### src/rtl/lcd_spi_rx.sv
// SPI receiver for an ILI9341-style display bus: deserialises bytes from an
// oversampled SPI link and decodes CASET/PASET/RAMWR into pixel writes.
module lcd_spi_rx #(
    parameter int H_RES = 240,
    parameter int V_RES = 320
) (
    input  logic        i_clk,
    input  logic        i_rst,
    input  logic        i_sclk,
    input  logic        i_mosi,
    input  logic        i_cs,
    input  logic        i_dc,
    input  logic        i_lcd_rst,
    output logic [7:0]  o_byte,
    output logic        o_byte_valid,
    output logic        o_byte_is_data,
    output logic        o_pix_valid,
    output logic [15:0] o_pix_x,
    output logic [15:0] o_pix_y,
    output logic [15:0] o_pix_color,
    output logic        o_err,
    output logic [2:0]  o_dbg_state
);
    typedef enum logic [2:0] {S_IDLE, S_CASET, S_PASET, S_RAMWR, S_SKIP} state_t;

    localparam logic [15:0] EC_RST = 16'(H_RES - 1);
    localparam logic [15:0] EP_RST = 16'(V_RES - 1);
    // Synchronizer bit order {lcd_rst, dc, cs, mosi, sclk}; reset to the idle levels.
    localparam logic [4:0] SYNC_IDLE = 5'b10100;

    logic [4:0] meta_q, sync_q;
    logic       sclk_prev_q;
    logic [2:0] bitcnt_q;
    logic [7:0] shift_q;
    logic [7:0] byte_q;
    logic       byte_valid_q, byte_is_data_q, err_q;

    logic sclk_s, mosi_s, cs_s, dc_s, lrst_s, rise;
    assign sclk_s = sync_q[0];
    assign mosi_s = sync_q[1];
    assign cs_s   = sync_q[2];
    assign dc_s   = sync_q[3];
    assign lrst_s = sync_q[4];
    assign rise   = sclk_s & ~sclk_prev_q;

    always_ff @(posedge i_clk) begin
        if (i_rst) begin
            meta_q         <= SYNC_IDLE;
            sync_q         <= SYNC_IDLE;
            sclk_prev_q    <= 1'b0;
            bitcnt_q       <= 3'd0;
            shift_q        <= 8'd0;
            byte_q         <= 8'd0;
            byte_valid_q   <= 1'b0;
            byte_is_data_q <= 1'b0;
            err_q          <= 1'b0;
        end else begin
            meta_q       <= {i_lcd_rst, i_dc, i_cs, i_mosi, i_sclk};
            sync_q       <= meta_q;
            sclk_prev_q  <= sclk_s;
            byte_valid_q <= 1'b0;
            if (!lrst_s) begin
                bitcnt_q <= 3'd0;
                shift_q  <= 8'd0;
            end else if (cs_s) begin
                // A deselect with bits already shifted means the byte was truncated.
                bitcnt_q <= 3'd0;
                if (bitcnt_q != 3'd0) err_q <= 1'b1;
            end else if (rise) begin
                shift_q  <= {shift_q[6:0], mosi_s};
                bitcnt_q <= bitcnt_q + 3'd1;
                if (bitcnt_q == 3'd7) begin
                    byte_q         <= {shift_q[6:0], mosi_s};
                    byte_is_data_q <= dc_s;
                    byte_valid_q   <= 1'b1;
                end
            end
        end
    end

    state_t      state_q, state_d;
    logic [1:0]  cnt_q, cnt_d;
    logic [23:0] tmp_q, tmp_d;
    logic [15:0] sc_q, sc_d, ec_q, ec_d, sp_q, sp_d, ep_q, ep_d;
    logic [15:0] x_q, x_d, y_q, y_d;
    logic        phase_q, phase_d;
    logic [7:0]  hi_q, hi_d;
    logic        pix_valid_q, pix_valid_d;
    logic [15:0] pix_x_q, pix_x_d, pix_y_q, pix_y_d, color_q, color_d;

    always_comb begin
        state_d     = state_q;
        cnt_d       = cnt_q;
        tmp_d       = tmp_q;
        sc_d        = sc_q;
        ec_d        = ec_q;
        sp_d        = sp_q;
        ep_d        = ep_q;
        x_d         = x_q;
        y_d         = y_q;
        phase_d     = phase_q;
        hi_d        = hi_q;
        pix_valid_d = 1'b0;
        pix_x_d     = pix_x_q;
        pix_y_d     = pix_y_q;
        color_d     = color_q;
        if (byte_valid_q) begin
            if (!byte_is_data_q) begin
                // Any command aborts the current state and drops a pending high byte.
                cnt_d   = 2'd0;
                phase_d = 1'b0;
                case (byte_q)
                    8'h2A:   state_d = S_CASET;
                    8'h2B:   state_d = S_PASET;
                    8'h2C: begin
                        state_d = S_RAMWR;
                        x_d     = sc_q;
                        y_d     = sp_q;
                    end
                    default: state_d = S_SKIP;
                endcase
            end else begin
                case (state_q)
                    S_CASET, S_PASET: begin
                        tmp_d = {tmp_q[15:0], byte_q};
                        cnt_d = cnt_q + 2'd1;
                        if (cnt_q == 2'd3) begin
                            if (state_q == S_CASET) begin
                                sc_d = tmp_q[23:8];
                                ec_d = {tmp_q[7:0], byte_q};
                            end else begin
                                sp_d = tmp_q[23:8];
                                ep_d = {tmp_q[7:0], byte_q};
                            end
                            state_d = S_SKIP;
                        end
                    end
                    S_RAMWR: begin
                        if (!phase_q) begin
                            hi_d    = byte_q;
                            phase_d = 1'b1;
                        end else begin
                            phase_d     = 1'b0;
                            pix_valid_d = 1'b1;
                            pix_x_d     = x_q;
                            pix_y_d     = y_q;
                            color_d     = {hi_q, byte_q};
                            if (x_q != ec_q) begin
                                x_d = x_q + 16'd1;
                            end else begin
                                x_d = sc_q;
                                y_d = (y_q != ep_q) ? y_q + 16'd1 : sp_q;
                            end
                        end
                    end
                    default: ;
                endcase
            end
        end
    end

    always_ff @(posedge i_clk) begin
        if (i_rst || !lrst_s) begin
            state_q     <= S_IDLE;
            cnt_q       <= 2'd0;
            tmp_q       <= 24'd0;
            sc_q        <= 16'd0;
            ec_q        <= EC_RST;
            sp_q        <= 16'd0;
            ep_q        <= EP_RST;
            x_q         <= 16'd0;
            y_q         <= 16'd0;
            phase_q     <= 1'b0;
            hi_q        <= 8'd0;
            pix_valid_q <= 1'b0;
            pix_x_q     <= 16'd0;
            pix_y_q     <= 16'd0;
            color_q     <= 16'd0;
        end else begin
            state_q     <= state_d;
            cnt_q       <= cnt_d;
            tmp_q       <= tmp_d;
            sc_q        <= sc_d;
            ec_q        <= ec_d;
            sp_q        <= sp_d;
            ep_q        <= ep_d;
            x_q         <= x_d;
            y_q         <= y_d;
            phase_q     <= phase_d;
            hi_q        <= hi_d;
            pix_valid_q <= pix_valid_d;
            pix_x_q     <= pix_x_d;
            pix_y_q     <= pix_y_d;
            color_q     <= color_d;
        end
    end

    assign o_byte         = byte_q;
    assign o_byte_valid   = byte_valid_q;
    assign o_byte_is_data = byte_is_data_q;
    assign o_pix_valid    = pix_valid_q;
    assign o_pix_x        = pix_x_q;
    assign o_pix_y        = pix_y_q;
    assign o_pix_color    = color_q;
    assign o_err          = err_q;
    assign o_dbg_state    = state_q;
endmodule

### config.mk
export PLATFORM = sky130hd
export DESIGN_NAME = lcd_spi_rx
export DESIGN_NICKNAME = d
export VERILOG_FILES = /design/src/rtl/lcd_spi_rx.sv
export SDC_FILE = /design/constraint.sdc
export NUM_CORES = 1
export LEC_CHECK = 0
export ABC_AREA = 0
export BUFFER_PORTS_ARGS = -buffer_cell sky130_fd_sc_hd__buf_2
export CORE_ASPECT_RATIO = 0.5
export CORE_MARGIN = 2
export CORE_UTILIZATION = 59
export DETAILED_ROUTE_END_ITERATION = 10
export GPL_TIMING_DRIVEN = 0
export HOLD_SLACK_MARGIN = 0.03
export PLACE_DENSITY_LB_ADDON = 0.08
export SLEW_MARGIN = 30
export SYNTH_ARGS = -nofsm -noshare
export SYNTH_HDL_FRONTEND = slang
export SYNTH_SLANG_ARGS = --single-unit
### constraint.sdc
create_clock -name i_clk -period 2.6 [get_ports i_clk]
set_input_delay 0.13 -clock i_clk [delete_from_list [all_inputs] [get_ports i_clk]]
set_output_delay 0.13 -clock i_clk [all_outputs]
set_load 0.02 [all_outputs]
==> results of run 1 <==
worst max-delay path: cells and delay by family, from the launching register on:
| kind | cells | cell delay [ns] |
|---|---|---|
| flops | 1 | 0.31 |
| compound gates | 3 | 0.68 |
| buf+inv | 2 | 0.52 |
| simple gates | 3 | 0.83 |
cells in the mapped netlist (14+ instances only):
master    instances  area share
nor3_1           16      0.0092
o21ai_0          24       0.014
a21oi_1         159       0.092
nand3_1          25       0.014
nand2_1         310        0.13
dfxtp_1         215        0.50
nor2b_1          14       0.010
mux2i_1          17       0.020
nor2_1           48       0.021
buf_2            17      0.0098
xnor2_1          39       0.039
clkbuf_1         61       0.026
layer usage:
layer / GRT usage / vias to the layer above / wire length, um / part of all wire
met3: 0.0630 / 54 / 2890 / 0.11
met1: 0.497 / 3742 / 11900 / 0.46
met5: 0 / - / 0 / 0
met4: 0.0799 / 0 / 550 / 0.021
met2: 0.468 / 418 / 10300 / 0.40
li1: - / 3787 / - / -
cell type report:
class,instances,share of cell area
inverter,8,0.00300
multi-input combinational,768,0.402
sequential,215,0.430
clock inverter,4,0.00487
tap,198,0.0247
clock buffer,28,0.0588
timing repair buffer,77,0.0422
buffer,82,0.0346
stage by stage:
step / worst slack (ns) / hold slack, ns
after detailed placement: 0.00621 / 0.314
after CTS: 0.0231 / 0.332
final: 0.109 / 0.332
after global routing: -0.0197 / 0.375
after global placement: -0.00986 / 0.313
after floorplan: 0.601 / 0.202
worst paths after layout:
| path | start | to | slack, ns |
|---|---|---|---|
| min | i_cs | meta_q[2]$_SDFF_PP1_ | 0.33 |
| max reg2reg | o_byte[1]$_SDFFE_PP0P_ | x_q[8]$_SDFFE_PP0P_ | 0.11 |
| max | o_byte[1]$_SDFFE_PP0P_ | x_q[8]$_SDFFE_PP0P_ | 0.11 |
| min reg2reg | meta_q[2]$_SDFF_PP1_ | sync_q[2]$_SDFF_PP1_ | 0.41 |
power groups by stage:
stage / logic (W) / registers, W / clock network, W
global route: 0.000131 / 0.00330 / 0.00305
detailed placement: 0.000110 / 0.00338 / 0
finish: 0.000122 / 0.00330 / 0.00290
global placement: 0.000108 / 0.00338 / 0
CTS: 0.000119 / 0.00330 / 0.00291
floorplan: 0.0000652 / 0.00338 / 0
kinds of logic (layout without fill, tap and decap cells):
family          after synthesis  count (layout)  synth area share
buf+inv                      90             199            0.0426
flops                       215             215             0.496
simple gates                470             470             0.234
compound gates              230             230             0.153
xor+xnor                     44              44            0.0452
mux                          18              18            0.0209
fa+ha+maj                     6               6           0.00864
timing repair:
item,4_1_cts,5_1_grt
endpoints found under the setup margin,7,49
hold buffers,7,0
endpoints found under the hold margin,6,0
gates resized for setup,2,11
setup buffers,0,1
pin swaps,0,2
==> reports/qor.yml, run 1 <==
run_status: "finished clean"
path_clk_slew_ns: 0.07
fmax_mhz: 401
die_h_um: 89.8
reg2regPathDepth: 8
grt.overflow.total: 0
port_buffers: 69
synth_edf_count: 0
multiInputGateArea_sq_mm: 0.00403
maxCapViolCount: 0
hold_viol: 0
register_area_sq_mm: 0.00431
p_sw_frac: 0.210
end_kind: "register"
power_density_mw_per_mm2: 632
clock-skew-final_ns: 0.0206
mostFrequentLayoutCells: "310 x nand2_1, 214 x dfxtp_1, 159 x a21oi_1"
numCtsBuffers: 19
diodes: 0
wl_per_cell_um: 18.6
grt_pass1_wl_um: 40000
cts_tree: "built"
syn_avg_cell_area_sq_um: 8.09
hp-class: "primary input to register"
clockBufferDepth: 3
p_leak_nw: 3.53
pin_count: 70
min_period_ns: 2.49
mostFrequentLayoutCell: "nand2_1"
ys_seq_elements: 215
final_cells: 1380
crit_fanout: 10
clock-sinks: 215
peakVddDrop_mv: 0.531
start_kind: "register"
firstDrtPassIters: 5
num_vias: 8001
switching_power_w: 0.00133
yosys_warnings: 0
place.gp.congestion: 0.944
largest_reg_flops: 24
remaining_drc_errors: 0
top_register: "tmp_q"
via_per_inst: 5.80
syn_nets: 1086
power_frac_clock: 0.459
slew_viol_final: 0
post-route-util: 0.694
drive_gt1_frac: 0.122
grt_use_total: 0.325
fp.coreArea_sq_mm: 0.0144
design_area_sq_mm: 0.0100
dpl_cell_area_sq_mm: 0.00928
worst_slew_pin_slew_ns: 0.805
fillers: 1225
seq_area_frac_synth: 0.496
antenna_found_initial: 0
combPwrFrac: 0.019
place_hpwl_um: 18000
critical_path_required_ns: 2.95
period_share: 0.958
core.rowCount: 31
dieArea_sq_mm: 0.0158
syn2layout_area_growth_pct: 15.3
ant_nets: 0
dp_cells: 1340
critical-path-max-stage-delay_ns: 0.37
grt_max_degree: 17
cts-htree-levels: 1
synthCells: 1073
criticalPathCategory: "register to register"
worstSkewPairLatency_ns: 0.50
synth_top_flop_cell: "dfxtp_1"
postSynth.asyncResetShare: 0
p_int_w: 0.00499
relSlewSlack: 0.459
hold_depth: 3
path_cells: "clkbuf_2 > nor3b_1 > a31oi_1 > nor2_4 > nand2_2 > clkbuf_1 > o21ai_0 > a21oi_1"
layout.nets: 1184
root_buffer: "clkbuf_16"
die_w_um: 176
wl_um: 25600
netlist-cell-type-count: 55
cp.arrival_ns: 2.84
drt_iter0_drc: 869
setup_viol: 0
grt_pass1_vias: 7274
finalPower_w: 0.00633
cp_slowest_cell: "nor3b_1"
p_seq_frac: 0.522
tns_ns: 0
initial_core_util: 0.602
synth_area_sq_mm: 0.00868
(Power assumes the default switching activity.)
==> run 2, diff against run 1 <==
--- a/config.mk
+++ b/config.mk
@@ -9,11 +9,12 @@
 export BUFFER_PORTS_ARGS = -buffer_cell sky130_fd_sc_hd__buf_2
 export CORE_ASPECT_RATIO = 0.5
 export CORE_MARGIN = 2
-export CORE_UTILIZATION = 59
+export CORE_UTILIZATION = 35
 export DETAILED_ROUTE_END_ITERATION = 10
 export GPL_TIMING_DRIVEN = 0
 export HOLD_SLACK_MARGIN = 0.03
 export PLACE_DENSITY_LB_ADDON = 0.08
+export SETUP_SLACK_MARGIN = 0.3
 export SLEW_MARGIN = 30
 export SYNTH_ARGS = -nofsm -noshare
 export SYNTH_HDL_FRONTEND = slang
==> constraint.sdc (replaced) <==
create_clock -name i_clk -period 2.6 [get_ports i_clk]
set_input_delay 0.13 -clock i_clk [delete_from_list [all_inputs] [get_ports i_clk]]
set_output_delay 0.13 -clock i_clk [all_outputs]
set_load 0.05 [all_outputs]
==> reports/qor.yml, run 2 (synthesis gave the netlist of run 1 again) <==
wl_per_cell_um: 18.5  # -0.24%
cts_tree: "built"
dp_cells: 1478  # +10%
hp-class: "primary input to register"
dieArea_sq_mm: 0.0262  # +66%
critPathTopFamily: "simple AND/OR/NAND/NOR gates"
setup_viol: 0  # unchanged
die_h_um: 115  # +29%
peakVddDrop_mv: 0.320  # -40%
fp.coreArea_sq_mm: 0.0242  # +68%
path_clk_slew_ns: 0.07  # about the same
wl_um: 28200  # +10%
fmax_mhz: 457  # +14%
layout.nets: 1190  # +0.51%
port_buffers: 69  # unchanged
slew_viol_final: 0  # unchanged
grt_max_degree: 15  # -2
final_cells: 1524  # +10%
core.rowCount: 40  # +29%
clock-sinks: 215  # unchanged
remaining_drc_errors: 0  # unchanged
criticalPathCategory: "register to register"
die_w_um: 227  # +29%
power_density_mw_per_mm2: 605  # -4.2%
numCtsBuffers: 21  # +2
mostFrequentLayoutCells: "310 x nand2_1, 201 x dfxtp_1, 159 x a21oi_1"
via_per_inst: 5.02  # -13%
cp_slowest_cell: "dfxtp_1"
relSlewSlack: 0.455  # -0.00438
drt_iter0_drc: 536  # -38%
clockBufferDepth: 3  # unchanged
critical-path-max-stage-delay_ns: 0.50  # +0.13 ns
grt_setup_unrepaired: "false"
ant_nets: 0  # unchanged
cts-htree-levels: 1  # unchanged
place_hpwl_um: 20500  # +14%
run_status: "finished clean"
top_register: "tmp_q"
worstSkewPairLatency_ns: 0.51  # about the same
syn2layout_area_growth_pct: 18.7
grt_pass1_vias: 7159  # -1.6%
worst_slew_pin_slew_ns: 0.818  # +0.0128 ns
path_cells: "nor4b_4 > a31oi_2 > or2_2 > buf_2 > a221oi_1 > nor2_1"
dp_slack_ns: -0.130  # -0.136 ns
hold_ws_ns: 0.333  # +0.000361 ns
largest_reg_flops: 24  # unchanged
root_buffer: "clkbuf_16"
design_area_sq_mm: 0.0103  # +2.9%
dpl_cell_area_sq_mm: 0.00945  # +1.9%
clock-skew-final_ns: 0.0107  # -0.00984 ns
crit_fanout: 10  # unchanged
setup_slack_ns: 0.412  # +0.303 ns
maxCapViolCount: 0  # unchanged
cp.arrival_ns: 2.55  # -0.29 ns
firstDrtPassIters: 5  # unchanged
critPathBufInv: 1  # -1
start_kind: "register"
grt.overflow.total: 0  # unchanged
pin_count: 70  # unchanged
mostFrequentLayoutCell: "nand2_1"
diodes: 0  # unchanged
grt_pass1_wl_um: 43300  # +8.1%
place.gp.congestion: 0.887  # -6.1%
drive_gt1_frac: 0.152  # +0.0305
end_kind: "register"
hold_viol: 0  # unchanged
critical_path_required_ns: 2.96  # about the same
initial_core_util: 0.359  # -0.243
grt_use_total: 0.220  # -0.104
num_vias: 7646  # -4.4%
antenna_found_initial: 0  # unchanged
min_period_ns: 2.19  # -0.303 ns
post-route-util: 0.426  # -0.268
period_share: 0.842  # -0.117
p_leak_nw: 3.59  # +1.6%
## run 2: path summary, 6_finish.rpt
kind                          startpoint              endpoint  slack, ns  cells after the start
setup / recovery  o_byte[4]$_SDFFE_PP0P_   x_q[1]$_SDFFE_PP0P_       0.41                      6
hold / removal                      i_cs  meta_q[2]$_SDFF_PP1_       0.33                      3
setup reg to reg  o_byte[4]$_SDFFE_PP0P_   x_q[1]$_SDFFE_PP0P_       0.41                      6
hold reg to reg     meta_q[2]$_SDFF_PP1_  sync_q[2]$_SDFF_PP1_       0.41                      1
## run 2: tightest hold or removal path, stage by stage
cell           delay [ns]
dlygate4sd3_1        0.51
buf_2                0.09
or2_2                0.08
## run 2: power by group
part	internal, W	switching, W	leakage, nW
registers	0.00330	0.00000316	1.74
logic	0.0000282	0.0000957	1.56
clock network	0.00154	0.00126	0.292
## run 2: through the flow
stage	total power (W)	setup TNS (ns)
floorplan	0.00344	0
CTS	0.00630	0
global route	0.00647	0
detailed placement	0.00349	-1.44
finish	0.00624	0
global placement	0.00349	-1.04
## run 2: what timing repair did
action,in CTS,in global routing
pin swaps,3,3
gates resized for setup,18,62
endpoints found under the hold margin,6,0
endpoints found under the setup margin,108,133
buffers inserted,5,0
hold buffers,7,0
## run 2: layout make-up
type | instances | area (sq um)
multi-input combinational | 768 | 4100
fill | 2549 | 13900
tap | 336 | 420
timing repair buffer | 81 | 453
clock inverter | 2 | 10.0
inverter | 8 | 30.0
clock buffer | 32 | 587
sequential | 215 | 4320
buffer | 82 | 387
## run 2: routing by layer
metal  track usage  routed length [um]  vias to the layer above
met2         0.306               11000                      203
met3        0.0386                1730                       41
met4        0.0452                 501                        0
met5             0                   0                        -
met1         0.349               14900                     3593
li1              -                   -                     3809
==> run 3, diff against run 2 <==
--- a/config.mk
+++ b/config.mk
@@ -5,7 +5,7 @@
 export SDC_FILE = /design/constraint.sdc
 export NUM_CORES = 1
 export LEC_CHECK = 0
-export ABC_AREA = 0
+export ABC_AREA = 1
 export BUFFER_PORTS_ARGS = -buffer_cell sky130_fd_sc_hd__buf_2
 export CORE_ASPECT_RATIO = 0.5
 export CORE_MARGIN = 2
==> constraint.sdc (replaced) <==
create_clock -name i_clk -period 2.1 [get_ports i_clk]
set_input_delay 0.105 -clock i_clk [delete_from_list [all_inputs] [get_ports i_clk]]
set_output_delay 0.105 -clock i_clk [all_outputs]
set_load 0.05 [all_outputs]
==> reports/qor.yml, run 3 <==
multiInputGateArea_sq_mm: 0.00425  # +3.6%
synth.area.top_cells: "dfxtp_1 47%, nand2_1 10%, o21ai_0 8.7%, nor2_1 8.2%, a21oi_1 6.5%"
dp_slack_ns: -0.367  # -0.237 ns
peakVddDrop_mv: 0.412  # +29%
final_cells: 1756  # +15%
yosysMostFrequentCell: "nand2_1"
netlist.area_leader.share: 0.473  # -0.0224
dp_cells: 1688  # +14%
end_kind: "register"
numCtsBuffers: 22  # +4.8%
combPwrFrac: 0.024  # +0.004
postSynth.asyncResetShare: 0  # unchanged
drt_iter0_drc: 786  # +47%
fp.coreArea_sq_mm: 0.0253  # +4.8%
num_vias: 8808  # +15%
place_hpwl_um: 22800  # +11%
grt_max_degree: 15  # unchanged
dieArea_sq_mm: 0.0274  # +4.6%
syn2layout_area_growth_pct: 25.8
mostFrequentLayoutCells: "241 x nand2_1, 186 x dfxtp_1, 180 x nor2_1"
wl_um: 31400  # +11%
remaining_drc_errors: 0  # unchanged
yosys_warnings: 0  # unchanged
setup_viol: 0  # unchanged
setup_slack_ns: 0.248  # -0.164 ns
synthCells: 1275  # +19%
fillers: 2618  # +2.7%
p_seq_frac: 0.471  # -0.059
firstDrtPassIters: 5  # unchanged
initial_core_util: 0.359  # about the same
grt_pass1_vias: 8160  # +14%
largest_reg_flops: 24  # unchanged
wl_per_cell_um: 17.9  # -3.3%
hold_viol: 0  # unchanged
syn_nets: 1288  # +19%
place.gp.congestion: 0.905  # +2.1%
top_register: "tmp_q"
min_period_ns: 1.85  # -0.336 ns
synth_area_sq_mm: 0.00910  # +4.7%
syn_avg_cell_area_sq_um: 7.13  # -12%
cts-htree-levels: 1  # unchanged
netlist-cell-type-count: 34  # -38%
p_sw_frac: 0.216  # -0.00261
start_kind: "register"
crit_fanout: 7  # -3
maxCapViolCount: 0  # unchanged
power_frac_clock: 0.505  # +0.055
root_buffer: "clkbuf_16"
worst_slew_pin_slew_ns: 0.675  # -0.143 ns
synthTopCellsByCount: "247 x nand2_1, 215 x dfxtp_1, 198 x nor2_1"
p_leak_nw: 5.19  # +45%
synth_edf_count: 0  # unchanged
cp.arrival_ns: 2.26  # -0.29 ns
cts_tree: "built"
critical_path_required_ns: 2.51  # -0.45 ns
fmax_mhz: 540  # +18%
synth_top_flop_cell: "dfxtp_1"
period_share: 0.882  # +0.0405
relSlewSlack: 0.550  # +0.0955
power_density_mw_per_mm2: 757  # +25%
seq_area_frac_synth: 0.473  # -0.0224
register_area_sq_mm: 0.00436  # +0.96%
die_w_um: 232  # +2.3%
core.rowCount: 41  # +2.5%
via_per_inst: 5.02  # about the same
hp-class: "primary input to register"
switching_power_w: 0.00187  # +37%
port_buffers: 69  # unchanged
pin_count: 70  # unchanged
p_int_w: 0.00679  # +39%
clockBufferDepth: 3  # unchanged
path_clk_slew_ns: 0.06  # about the same
clock-sinks: 215  # unchanged
grt_use_total: 0.227  # +0.00650
clock-skew-final_ns: 0.0143  # +0.00353 ns
drive_gt1_frac: 0.198  # +0.0459
run_status: "finished clean"
diodes: 0  # unchanged
grt_setup_unrepaired: "true"
layout.nets: 1410  # +18%
ant_nets: 0  # unchanged
antenna_found_initial: 0  # unchanged
slew_viol_final: 0  # unchanged
criticalPathCategory: "register to register"
grt_pass1_wl_um: 47700  # +10%
ys_seq_elements: 215  # unchanged
mostFrequentLayoutCell: "nand2_1"
die_h_um: 118  # +2.3%
grt.overflow.total: 0  # unchanged
worstSkewPairLatency_ns: 0.52  # about the same
synth_top_area_cell: "dfxtp_1"
==> run 3: changes by cell type after synthesis, sizes merged, moves of 13 or more <==
cell    delta
nor2     +152
xor2      +13
a21oi     -41
o21ai    +135
nand3     +26
nand2     -59
clkbuf    -20
xnor2     -40
nor2b     -14
inv      +129
mux2i     -17
==> run 3: cell families (layout without fill, tap and decap cells) <==
group,after synthesis,after routing,share of synthesized area
simple gates,533,533,0.241
compound gates,302,302,0.172
flops,215,215,0.473
buf+inv,202,339,0.0898
xor+xnor,17,17,0.0164
fa+ha+maj,6,6,0.00825
==> run 3: critical path: stages (launching register included) <==
cell and delay, ns:
dfxtp_4 0.38, clkinvlp_4 0.11, nor2_2 0.12, nand2_2 0.10, nor2_4 0.13, nor2_2 0.06, nor2_4 0.22, nand2_8 0.15
buf_12 0.18, o21ai_4 0.20, nor2_1 0.07
==> run 3: power by group through the flow <==
stage	Combinational (W)	Clock, W	Sequential [W]
global placement	0.000176	0	0.00418
floorplan	0.0000919	0	0.00418
detailed placement	0.000175	0	0.00418
finish	0.000210	0.00437	0.00408
global route	0.000225	0.00460	0.00408
CTS	0.000200	0.00444	0.00409
==> run 3: per-layer routing <==
metal / routed length, um / up-vias / track usage
li1: - / 4343 / -
met1: 15800 / 4170 / 0.337
met2: 13000 / 251 / 0.339
met3: 1950 / 44 / 0.0412
met4: 648 / 0 / 0.0477
met5: 0 / - / 0
==> run 3: final cells by class <==
| cell class | instances | share of cell area |
|---|---|---|
| Buffer | 64 | 0.0399 |
| Clock buffer | 32 | 0.0602 |
| Clock inverter | 7 | 0.0106 |
| Inverter | 138 | 0.0457 |
| Multi-Input combinational cell | 858 | 0.371 |
| Sequential cell | 215 | 0.381 |
| Tap cell | 344 | 0.0376 |
| Timing Repair Buffer | 98 | 0.0538 |
==> run 3: stage by stage <==
step,power [W],util,hold slack (ns),setup TNS (ns),cell area (sq um)
after CTS,0.00873,0.436,0.281,0,11100
after global placement,0.00436,0.390,0.292,-16.92,9880
after floorplan,0.00428,-,0.189,0,9100
final,0.00866,0.452,0.304,0,11400
after detailed placement,0.00436,0.390,0.292,-16.70,9880
after global routing,0.00891,0.452,0.315,0,11400
==> run 3: final timing paths <==
| check | from | endpoint | slack, ns | cells after the start |
|---|---|---|---|---|
| worst max-delay path | o_byte[5]$_SDFFE_PP0P_ | x_q[4]$_SDFFE_PP0P_ | 0.25 | 10 |
| worst min-delay path | i_cs | meta_q[2]$_SDFF_PP1_ | 0.30 | 3 |
| worst max register to register | o_byte[5]$_SDFFE_PP0P_ | x_q[4]$_SDFFE_PP0P_ | 0.25 | 10 |
| worst min register to register | meta_q[1]$_SDFF_PP0_ | sync_q[1]$_SDFF_PP0_ | 0.40 | 2 |
==> run 3: what timing repair did <==
action | 4_1_cts | 5_1_grt
hold buffers | 7 | 0
endpoints found under the hold margin | 7 | 0
buffers inserted | 9 | 11
endpoints found under the setup margin | 186 | 156
cloned | 0 | 2
gates resized for setup | 93 | 117
pin swaps | 6 | 19
